[src/rtl/dtmr_pkg.sv]
// Shared constants for the dynamic-TMR mode scheduler: FSM state encodings,
// default parameter values and small enable-decode helpers.
package dtmr_pkg;

  localparam int unsigned WARMUP_DEF   = 4;
  localparam int unsigned HOLD_DEF     = 16;
  localparam int unsigned FAULT_TH_DEF = 3;
  localparam int unsigned WIN_DEF      = 64;
  localparam int unsigned ERR_TH_DEF   = 2;

  localparam int unsigned FSM_W  = 3;
  localparam int unsigned CNT_W  = 8;
  localparam int unsigned FCNT_W = 4;
  localparam int unsigned NREP   = 3;

  localparam logic [FSM_W-1:0] ST_SIMPLEX  = 3'd0;
  localparam logic [FSM_W-1:0] ST_WARMUP   = 3'd1;
  localparam logic [FSM_W-1:0] ST_TMR      = 3'd2;
  localparam logic [FSM_W-1:0] ST_HOLD     = 3'd3;
  localparam logic [FSM_W-1:0] ST_DEGRADED = 3'd4;

  function automatic logic [NREP-1:0] onehot3(input logic [1:0] idx);
    case (idx)
      2'd1:    return 3'b010;
      2'd2:    return 3'b100;
      default: return 3'b001;
    endcase
  endfunction

  // Enable for the lowest-index replica not flagged faulty; none if all are.
  function automatic logic [NREP-1:0] lowest_healthy(input logic [NREP-1:0] flt);
    if (!flt[0])      return 3'b001;
    else if (!flt[1]) return 3'b010;
    else if (!flt[2]) return 3'b100;
    else              return 3'b000;
  endfunction

endpackage

[src/rtl/err_window.sv]
// Voter error-rate window: counts mismatch cycles over WIN cycles and
// publishes the completed window's count on o_err_rate.
module err_window
  import dtmr_pkg::*;
#(
  parameter int unsigned WIN = WIN_DEF
) (
  input  logic             i_clk,
  input  logic             i_rst,
  input  logic             i_err,
  output logic [CNT_W-1:0] o_err_rate
);

  logic [CNT_W-1:0] r_win_cnt;
  logic [CNT_W-1:0] r_err_cnt;
  logic [CNT_W-1:0] r_err_rate;
  logic [CNT_W-1:0] w_err_cnt_inc;
  logic             w_wrap;

  assign w_err_cnt_inc = (i_err && (r_err_cnt != 8'hFF)) ? r_err_cnt + 8'd1 : r_err_cnt;
  assign w_wrap        = (r_win_cnt == 8'(WIN - 1));

  // The wrap cycle's own error is folded into the published rate.
  always_ff @(posedge i_clk) begin
    if (i_rst) begin
      r_win_cnt  <= '0;
      r_err_cnt  <= '0;
      r_err_rate <= '0;
    end else if (w_wrap) begin
      r_win_cnt  <= '0;
      r_err_cnt  <= '0;
      r_err_rate <= w_err_cnt_inc;
    end else begin
      r_win_cnt  <= r_win_cnt + 8'd1;
      r_err_cnt  <= w_err_cnt_inc;
    end
  end

  assign o_err_rate = r_err_rate;

endmodule

[src/rtl/dtmr_sched.sv]
// Dynamic-TMR mode scheduler: steers replica enables and voter activity.
// Optional simplex rotation compiled in with DTMR_SCHED_ROTATE_EN.
module dtmr_sched
  import dtmr_pkg::*;
#(
  parameter int unsigned WARMUP   = WARMUP_DEF,
  parameter int unsigned HOLD     = HOLD_DEF,
  parameter int unsigned FAULT_TH = FAULT_TH_DEF,
  parameter int unsigned WIN      = WIN_DEF,
  parameter int unsigned ERR_TH   = ERR_TH_DEF
`ifdef DTMR_SCHED_ROTATE_EN
  ,
  parameter int unsigned ROT_PERIOD = 256
`endif
) (
  input  logic             clk,
  input  logic             rst,
  input  logic             f1,
  input  logic             f2,
  input  logic             b1,
  input  logic             b2,
  input  logic             vote_valid,
  input  logic [NREP-1:0]  mismatch,
  input  logic             clr_fault,
  output logic [NREP-1:0]  en,
  output logic             state,
  output logic [NREP-1:0]  fault,
  output logic [CNT_W-1:0] err_rate
);

  logic [FSM_W-1:0]             r_fsm;
  logic [FSM_W-1:0]             w_fsm_next;
  logic [CNT_W-1:0]             r_cnt;
  logic [NREP-1:0]              r_en;
  logic [NREP-1:0]              w_en_next;
  logic                         r_state;
  logic                         w_state_next;
  logic [NREP-1:0]              r_fault;
  logic [NREP-1:0]              w_fault_next;
  logic [NREP-1:0][FCNT_W-1:0]  r_fcnt;
  logic [NREP-1:0][FCNT_W-1:0]  w_fcnt_next;
  logic [CNT_W-1:0]             w_err_rate;
  logic [1:0]                   w_active_next;
  logic                         w_hot;

  err_window #(.WIN(WIN)) u_err_window (
    .i_clk      (clk),
    .i_rst      (rst),
    .i_err      (vote_valid & (|mismatch)),
    .o_err_rate (w_err_rate)
  );

  assign w_hot = (~f1 | ~f2 | ~b1 | ~b2) | (w_err_rate >= 8'(ERR_TH));

`ifdef DTMR_SCHED_ROTATE_EN
  localparam int unsigned ROT_W = $clog2(ROT_PERIOD);
  logic [ROT_W-1:0] r_rot_cnt;
  logic [1:0]       r_active;
  logic             w_rot_wrap;

  assign w_rot_wrap = (r_fsm == ST_SIMPLEX) && (r_rot_cnt == ROT_W'(ROT_PERIOD - 1));

  always_comb begin
    w_active_next = r_active;
    if (clr_fault)       w_active_next = 2'd0;
    else if (w_rot_wrap) w_active_next = (r_active == 2'd2) ? 2'd0 : r_active + 2'd1;
  end

  // Rotation counter only runs in SIMPLEX and restarts on each entry.
  always_ff @(posedge clk) begin
    if (rst) begin
      r_rot_cnt <= '0;
      r_active  <= 2'd0;
    end else begin
      r_active <= w_active_next;
      if (r_fsm != ST_SIMPLEX) begin
        if (w_fsm_next == ST_SIMPLEX) r_rot_cnt <= '0;
      end else if (w_rot_wrap) begin
        r_rot_cnt <= '0;
      end else begin
        r_rot_cnt <= r_rot_cnt + ROT_W'(1);
      end
    end
  end
`else
  assign w_active_next = 2'd0;
`endif

  // Per-replica saturating mismatch counters and latched fault flags.
  always_comb begin
    for (int i = 0; i < int'(NREP); i++) begin
      w_fcnt_next[i] = r_fcnt[i];
      if (vote_valid && mismatch[i] && (r_fcnt[i] != 4'hF))
        w_fcnt_next[i] = r_fcnt[i] + 4'd1;
      w_fault_next[i] = r_fault[i] | (w_fcnt_next[i] >= 4'(FAULT_TH));
    end
  end

  always_comb begin
    w_fsm_next   = r_fsm;
    w_en_next    = 3'b111;
    w_state_next = 1'b0;
    case (r_fsm)
      ST_SIMPLEX: begin
        if (r_fault != '0) w_fsm_next = ST_DEGRADED;
        else if (w_hot)    w_fsm_next = ST_WARMUP;
      end
      ST_WARMUP: begin
        if (r_cnt == 8'(WARMUP - 1)) w_fsm_next = ST_TMR;
      end
      ST_TMR: begin
        if (r_fault != '0) w_fsm_next = ST_DEGRADED;
        else if (!w_hot)   w_fsm_next = ST_HOLD;
      end
      ST_HOLD: begin
        if (r_fault != '0)              w_fsm_next = ST_DEGRADED;
        else if (w_hot)                 w_fsm_next = ST_TMR;
        else if (r_cnt == 8'(HOLD - 1)) w_fsm_next = ST_SIMPLEX;
      end
      ST_DEGRADED: begin
        if (clr_fault) w_fsm_next = ST_SIMPLEX;
      end
      default: w_fsm_next = ST_SIMPLEX;
    endcase

    // Outputs are registered from the state being entered.
    case (w_fsm_next)
      ST_SIMPLEX:  w_en_next = onehot3(w_active_next);
      ST_TMR,
      ST_HOLD:     w_state_next = 1'b1;
      ST_DEGRADED: w_en_next = lowest_healthy(r_fault);
      default:     w_en_next = 3'b111;
    endcase
  end

  always_ff @(posedge clk) begin
    if (rst) begin
      r_fsm   <= ST_SIMPLEX;
      r_cnt   <= '0;
      r_en    <= 3'b001;
      r_state <= 1'b0;
      r_fault <= '0;
      r_fcnt  <= '0;
    end else begin
      r_fsm   <= w_fsm_next;
      r_cnt   <= (w_fsm_next != r_fsm) ? '0 : r_cnt + 8'd1;
      r_en    <= w_en_next;
      r_state <= w_state_next;
      if (clr_fault) begin
        r_fault <= '0;
        r_fcnt  <= '0;
      end else begin
        r_fault <= w_fault_next;
        r_fcnt  <= w_fcnt_next;
      end
    end
  end

  assign en       = r_en;
  assign state    = r_state;
  assign fault    = r_fault;
  assign err_rate = w_err_rate;

endmodule

[config.mk]
export PLATFORM = sky130hd
export DESIGN_NAME = dtmr_sched
export DESIGN_NICKNAME = d
export VERILOG_FILES = /design/src/rtl/dtmr_pkg.sv /design/src/rtl/err_window.sv /design/src/rtl/dtmr_sched.sv
export SDC_FILE = /design/constraint.sdc
export NUM_CORES = 1
export LEC_CHECK = 0
export CAP_MARGIN = 20
export CORE_MARGIN = 2
export CORE_UTILIZATION = 40
export CTS_CLUSTER_SIZE = 28
export DETAILED_ROUTE_END_ITERATION = 8
export SLEW_MARGIN = 20
export SYNTH_ARGS = -nofsm -noshare
export SYNTH_HDL_FRONTEND = slang
export SYNTH_HIERARCHICAL = 1
export SYNTH_SLANG_ARGS = --single-unit
[constraint.sdc]
create_clock -name clk -period 2.45 [get_ports clk]
set_input_delay 0.3675 -clock clk [delete_from_list [all_inputs] [get_ports clk]]
set_output_delay 0.3675 -clock clk [all_outputs]
set_load 0.01 [all_outputs]
* Word level (Yosys, flattened, before mapping)
Index checks and enable logic that the tools add are counted.
Operators by class: $add $sub $neg 6, magnitude comparators 4, equal/unequal tests 15, muxes and demuxes 19, bitwise logic cells 12, reductions and logical operators 15
Operators with widths (count):
- 2-to-1 mux 3 bit | 12
- adder 8 x 1 -> 8 bit, second input constant | 3
- one-hot mux 3 bit (5 select lines) | 1
- adder 4 x 1 -> 4 bit, second input constant | 3
- equality test 3 x 2 -> 1 bit, second input constant | 4
- greater-or-equal comparator 4 x 2 -> 1 bit, second input constant | 3
- 2-to-1 mux 4 bit | 3
- != test 4 bit, second input constant | 3
- equality test 8 x 2 -> 1 bit, second input constant | 1
- equality test 8 x 4 -> 1 bit, second input constant | 1
- equality test 8 x 6 -> 1 bit, second input constant | 1
- greater-or-equal comparator 8 x 2 -> 1 bit, second input constant | 1
- 2-to-1 mux 8 bit | 1
- != test 8 bit, second input constant | 1
- OR reduction 2 bit | 4
- logical AND 1 bit | 7
- OR 1 bit | 7
- equality test 3 bit, second input constant | 2
- zero test 3 bit | 2
- one-hot mux 3 bit (2 select lines) | 1
- NOT 1 bit | 4
- equality test 3 x 1 -> 1 bit, second input constant | 1
- != test 3 bit | 1
- nonzero test 3 bit | 1
- 3 further kinds | 3
Storage, ports and cells: flip-flop bits (word level) 54, input bits 11

* Longest topological paths before layout
depth after elaboration 11, gate-level depth with buffers 6

* Cells and area by module
Netlist, hierarchy kept.
Modules (own cells, without submodules):
- dtmr_sched | times used 1, cells each 167, area each 1475.2 um^2
- err_window | times used 1, cells each 97, area each 957.2 um^2

* Least setup slack after synthesis
Ideal clock, no wire load.
path type flip-flop to flip-flop, start reg u_err_window.r_err_rate[7], in the netlist u_err_window/o_err_rate[7], end reg r_cnt[0], setup time 88 ps, arrival time 1752 ps, setup slack 609 ps, stages on the path, launching flop included 6, path buffers 0, cells stage by stage dfxtp_1 > or4b_4 > nor3_4 > xnor2_1 > o211a_4 > nor4bb_4
Between the ends: cells in the longest elaborated chain, start to end 7
Ends and longest elaborated chain:
- start, declared | line err_window.sv:16 | logic [CNT_W-1:0] r_err_rate;
- start signal, assigned | line err_window.sv:32 | r_err_rate <= w_err_cnt_inc;
- greater-or-equal comparator 8 x 2 -> 1 bit (*) | line dtmr_sched.sv:53 | assign w_hot = (~f1 | ~f2 | ~b1 | ~b2) | (w_err_rate >= 8'(ERR_TH));
- OR 1 bit (*) | line dtmr_sched.sv:53
- 2-to-1 mux 3 bit (on tied branches) | line dtmr_sched.sv:117, dtmr_sched.sv:106, dtmr_sched.sv:113
- 2-to-1 mux 3 bit (on tied branches) | line dtmr_sched.sv:116, dtmr_sched.sv:105, dtmr_sched.sv:112
- one-hot mux 3 bit (5 select lines) (*) | line dtmr_sched.sv:103 | case (r_fsm)
- != test 3 bit (*) | line dtmr_sched.sv:146 | r_cnt <= (w_fsm_next != r_fsm) ? '0 : r_cnt + 8'd1;
- OR reduction 2 bit (no line) (*)
- end signal, assigned | line dtmr_sched.sv:146
- end, declared | line dtmr_sched.sv:33 | logic [CNT_W-1:0] r_cnt;
Mark *: on every way between the ends. The rest lies on a longest branch, timed or not. A chain may end at the register's enable or synchronous reset.

* Worst setup path in the final report
start reg r_cnt[0], end reg r_cnt[0]
Between the ends: cells in the longest elaborated chain, start to end 7
Ends and longest elaborated chain:
- equality test 8 x 4 -> 1 bit | line dtmr_sched.sv:118 | else if (r_cnt == 8'(HOLD - 1)) w_fsm_next = ST_SIMPLEX;
- 2-to-1 mux 3 bit | line dtmr_sched.sv:118
- 2-to-1 mux 3 bit | line dtmr_sched.sv:117 | else if (w_hot) w_fsm_next = ST_TMR;
- 2-to-1 mux 3 bit | line dtmr_sched.sv:116 | if (r_fault != '0) w_fsm_next = ST_DEGRADED;
- one-hot mux 3 bit (5 select lines) | line dtmr_sched.sv:103
- != test 3 bit | line dtmr_sched.sv:146
- OR reduction 2 bit (no line)
Parallel ways exist; a longest one is shown, timed or not.

==> impl_results.md <==
- Top FF cell, synth: dfxtp_1
- Worst min-delay path class: flip-flop to flip-flop
- Placer Congestion: 0.794
- Crit-path most repeated cell: and3_1
- Layout cells sized above 1: 0.0582
- Worst VDD drop: 0.371 mV
- Max-slew violations: 0
- Total I/O pin count: 26
- Slew @ Worst Pin: 0.628 ns
- Crit path DAT: 2.27 ns
- TritonCTS clock tree: done
- Number of setup violations in the final report: 0
- # rows: 28
- P_leak: 1.07 nW
- Root Driver: clkbuf_8
- Reg2Reg Setup Slack: 0.41 ns
- Grt met2 use: 0.240
- Total grt overflow: 0
- Synth Net Count: 281
- Most Crowded Layer GR: met2
- I/O Buffers: 25
- Mapped Avg Cell Area: 9.21 um2
- Critical Path, Cell by Cell: ha_1 > and3_1 > and3_1 > a31oi_1 > nor4bb_4
- Fin. Hold Viols: 0
- Die Span Y: 82.0 um
- Tmin final: 2.04 ns
- FF-to-FF path depth: 5
- Final setup TNS: 0 ns
- Post-Syn Area: 0.00243 mm2
- Distinct cells, synth: 46
- Met1 GRT Util: 0.207
- Non-filler cells, final: 367
- Vias/cell: 5.35
- Avg WL per Cell: 12.8 um
- M3 GR Usage: 0.0527
- WHS Endpoint: u_err_window/r_win_cnt[0]$_SDFF_PP0_
- Cts repair resizes: 0
- Setup crit end kind: flip-flop
- Period Utilization, post-route: 0.833
- Final setup margin: 0.410 ns
- CP Launch Type: flip-flop
- Vias in the first global route: 1767
- Slew HR: 0.580
- WP data required: 2.68 ns
- CTS Buf Count: 5
- Clk buf depth: 2
- Clock Skew: 0.00918 ns
- Ant diodes: 0
- Max_cap viols: 0
- Largest net degree at the start of global routing: 16
- Hold depth: 1
- Nets: 309
- Total GRT Usage: 0.157
- Die width: 82.0 um
- Global-route wire length before repair: 8050 um
- Fillcell total: 579
- WP buf/inv: 0
- Post-CTS Setup Bufs: 0
- Starting density of the core: 0.413
- FMAX: 490 MHz
- Worst-Skew Late Latency: 0.31 ns
- CP peak stage delay: 0.51 ns
- Post-synth EDFFs: 0
- Die area: 0.00672 mm2
- CORE AREA: 0.00589 mm2
- Slowest CP cell: a31oi_1
- Worst-path maximum fanout: 8
- FF+latch count, synth: 54
- 1st-iter DRT viols: 115
- Worst r2r dst: r_cnt[0]$_SDFF_PP0_
- DRC: 0
- RSZ-0062 raised after global routing: no
- Status: completed
- Synthesized instance count: 264
- DRT Pass-1 Iters: 4
- Placed insts: 360
- Async S/R FF share, synth: 0
- Sequential fraction of the synthesis area: 0.444
- Place WS: 0.0734 ns
- Sink Count: 54
- Worst r2r src: r_cnt[0]$_SDFF_PP0_
- Post-DRT Antenna Nets: 0
- WS Path Type: flip-flop to flip-flop
- CP delay by family, top: simple AND/OR/NAND/NOR gates
- Syn. warnings: 6
- Post-DP HPWL: 3410 um
- Clk slew on worst S/H paths: 0.09 ns
- Routed WL: 4710 um
- Pwr Density: 593 mW/mm2
- Layout area overhead: 18.0%
- Initial antenna violation count: 0
- H-tree levels: 2
- HP Start: u_err_window/r_win_cnt[0]$_SDFF_PP0_
- CTS hold repair buffers: 0
- DR vias: 1964
report_power, final:
group	internal (mW)	leakage, nW	switching (mW)
Combinational	0.0790	0.572	0.0820
Clock	0.327	0.0573	0.287
Sequential	0.902	0.438	0.0241
how the worst max path moves through the flow:
| stage | from | to | cells past startpoint |
|---|---|---|---|
| after floorplan | u_err_window/o_err_rate[7]$_SDFFE_PP0N_ | r_cnt[0]$_SDFF_PP0_ | 5 |
| after global placement | b2 | r_cnt[0]$_SDFF_PP0_ | 6 |
| after detailed placement | b2 | r_cnt[0]$_SDFF_PP0_ | 6 |
| after CTS | r_cnt[0]$_SDFF_PP0_ | r_cnt[0]$_SDFF_PP0_ | 5 |
| after global routing | r_cnt[0]$_SDFF_PP0_ | r_cnt[0]$_SDFF_PP0_ | 5 |
| final | r_cnt[0]$_SDFF_PP0_ | r_cnt[0]$_SDFF_PP0_ | 5 |
through the flow:
step | area [um2] | power [mW] | util | hold slack, ns
2_1_floorplan | 2430 | 1.05 | - | 0.412
3_3_place_gp | 2760 | 1.11 | 0.468 | 0.431
3_5_place_dp | 2760 | 1.11 | 0.468 | 0.433
4_1_cts | 2870 | 1.73 | 0.487 | 0.447
5_1_grt | 2870 | 1.79 | 0.487 | 0.489
6_report | 2870 | 1.70 | 0.487 | 0.446
cells by family after synthesis:
kind of cell,Yosys count,synth area share
AO/OA/AOI/OAI,47,0.141
XOR/XNOR,20,0.0720
adder cells (fa/ha/maj),6,0.0309
buffers and inverters,14,0.0283
AND/OR/NAND/NOR,117,0.258
multiplexers,6,0.0247
flip-flops,54,0.444
metal layers:
layer / routed length [um] / vias to the layer above
met5: 0 / -
met4: 51 / 0
met3: 212 / 6
met2: 2070 / 30
met1: 2380 / 917
li1: - / 1011
Yosys cell counts (2+ instances only):
cell | instances | area share
nor3_1 | 4 | 0.0082
or4_1 | 3 | 0.0093
buf_6 | 2 | 0.0093
clkbuf_1 | 4 | 0.0062
a31oi_1 | 8 | 0.021
nor2b_1 | 2 | 0.0051
xor2_1 | 9 | 0.032
or3_1 | 4 | 0.010
nand4_1 | 5 | 0.013
and3_1 | 7 | 0.018
o21ai_0 | 5 | 0.010
dfxtp_1 | 54 | 0.44
a21oi_1 | 8 | 0.016
nand3b_1 | 3 | 0.0093
ha_1 | 6 | 0.031
o2bb2ai_1 | 10 | 0.036
nor3b_1 | 4 | 0.012
o211ai_1 | 2 | 0.0062
nand2b_1 | 3 | 0.0077
a21o_1 | 2 | 0.0062
xnor2_1 | 11 | 0.040
nand2_1 | 11 | 0.017
nor2_1 | 37 | 0.057
inv_1 | 7 | 0.011
o311ai_0 | 2 | 0.0072
nand3_1 | 26 | 0.053
mux2i_1 | 6 | 0.025
layout by cell type (no fill, tap or decap), types with 2 or more instances in the layout:
cell and n:
or3_1 4, nand3b_1 3, and3_1 7, nor2b_1 2, nor2_1 37, buf_4 3
nand2_1 11, a21oi_1 8, nand2b_1 3, ha_1 6, nand4_1 5, mux2i_1 6
clkdlybuf4s50_1 25, or4_1 3, xnor2_1 11, inv_1 7, o211ai_1 2, xor2_1 9
clkbuf_8 6, nor3_1 4, nor3b_1 4, o311ai_0 2, dfxtp_1 54, a21o_1 2
a31oi_1 8, nand3_1 26, o21ai_0 5, o2bb2ai_1 10
sequential cells by signal (all words and copies together) (netlist names):
signal                   cells
u_err_window/o_err_rate      8
fault                        3
r_fsm                        3
r_cnt                        8
u_err_window/r_err_cnt       8
u_err_window/r_win_cnt       8
en                           3
state                        1
r_fcnt                      12
area by class of cell:
type                    instances  area (um2)  area share
clock buffers                   6        82.6      0.0288
clock inverters                 1        30.0      0.0105
inverters                       7        26.3     0.00916
multi-input cells             196        1280       0.447
flip-flops and latches         54        1080       0.377
well taps                      75        93.8      0.0327
repair buffers                 28         273      0.0951
No activity file was read; power rests on OpenSTA's default activity.
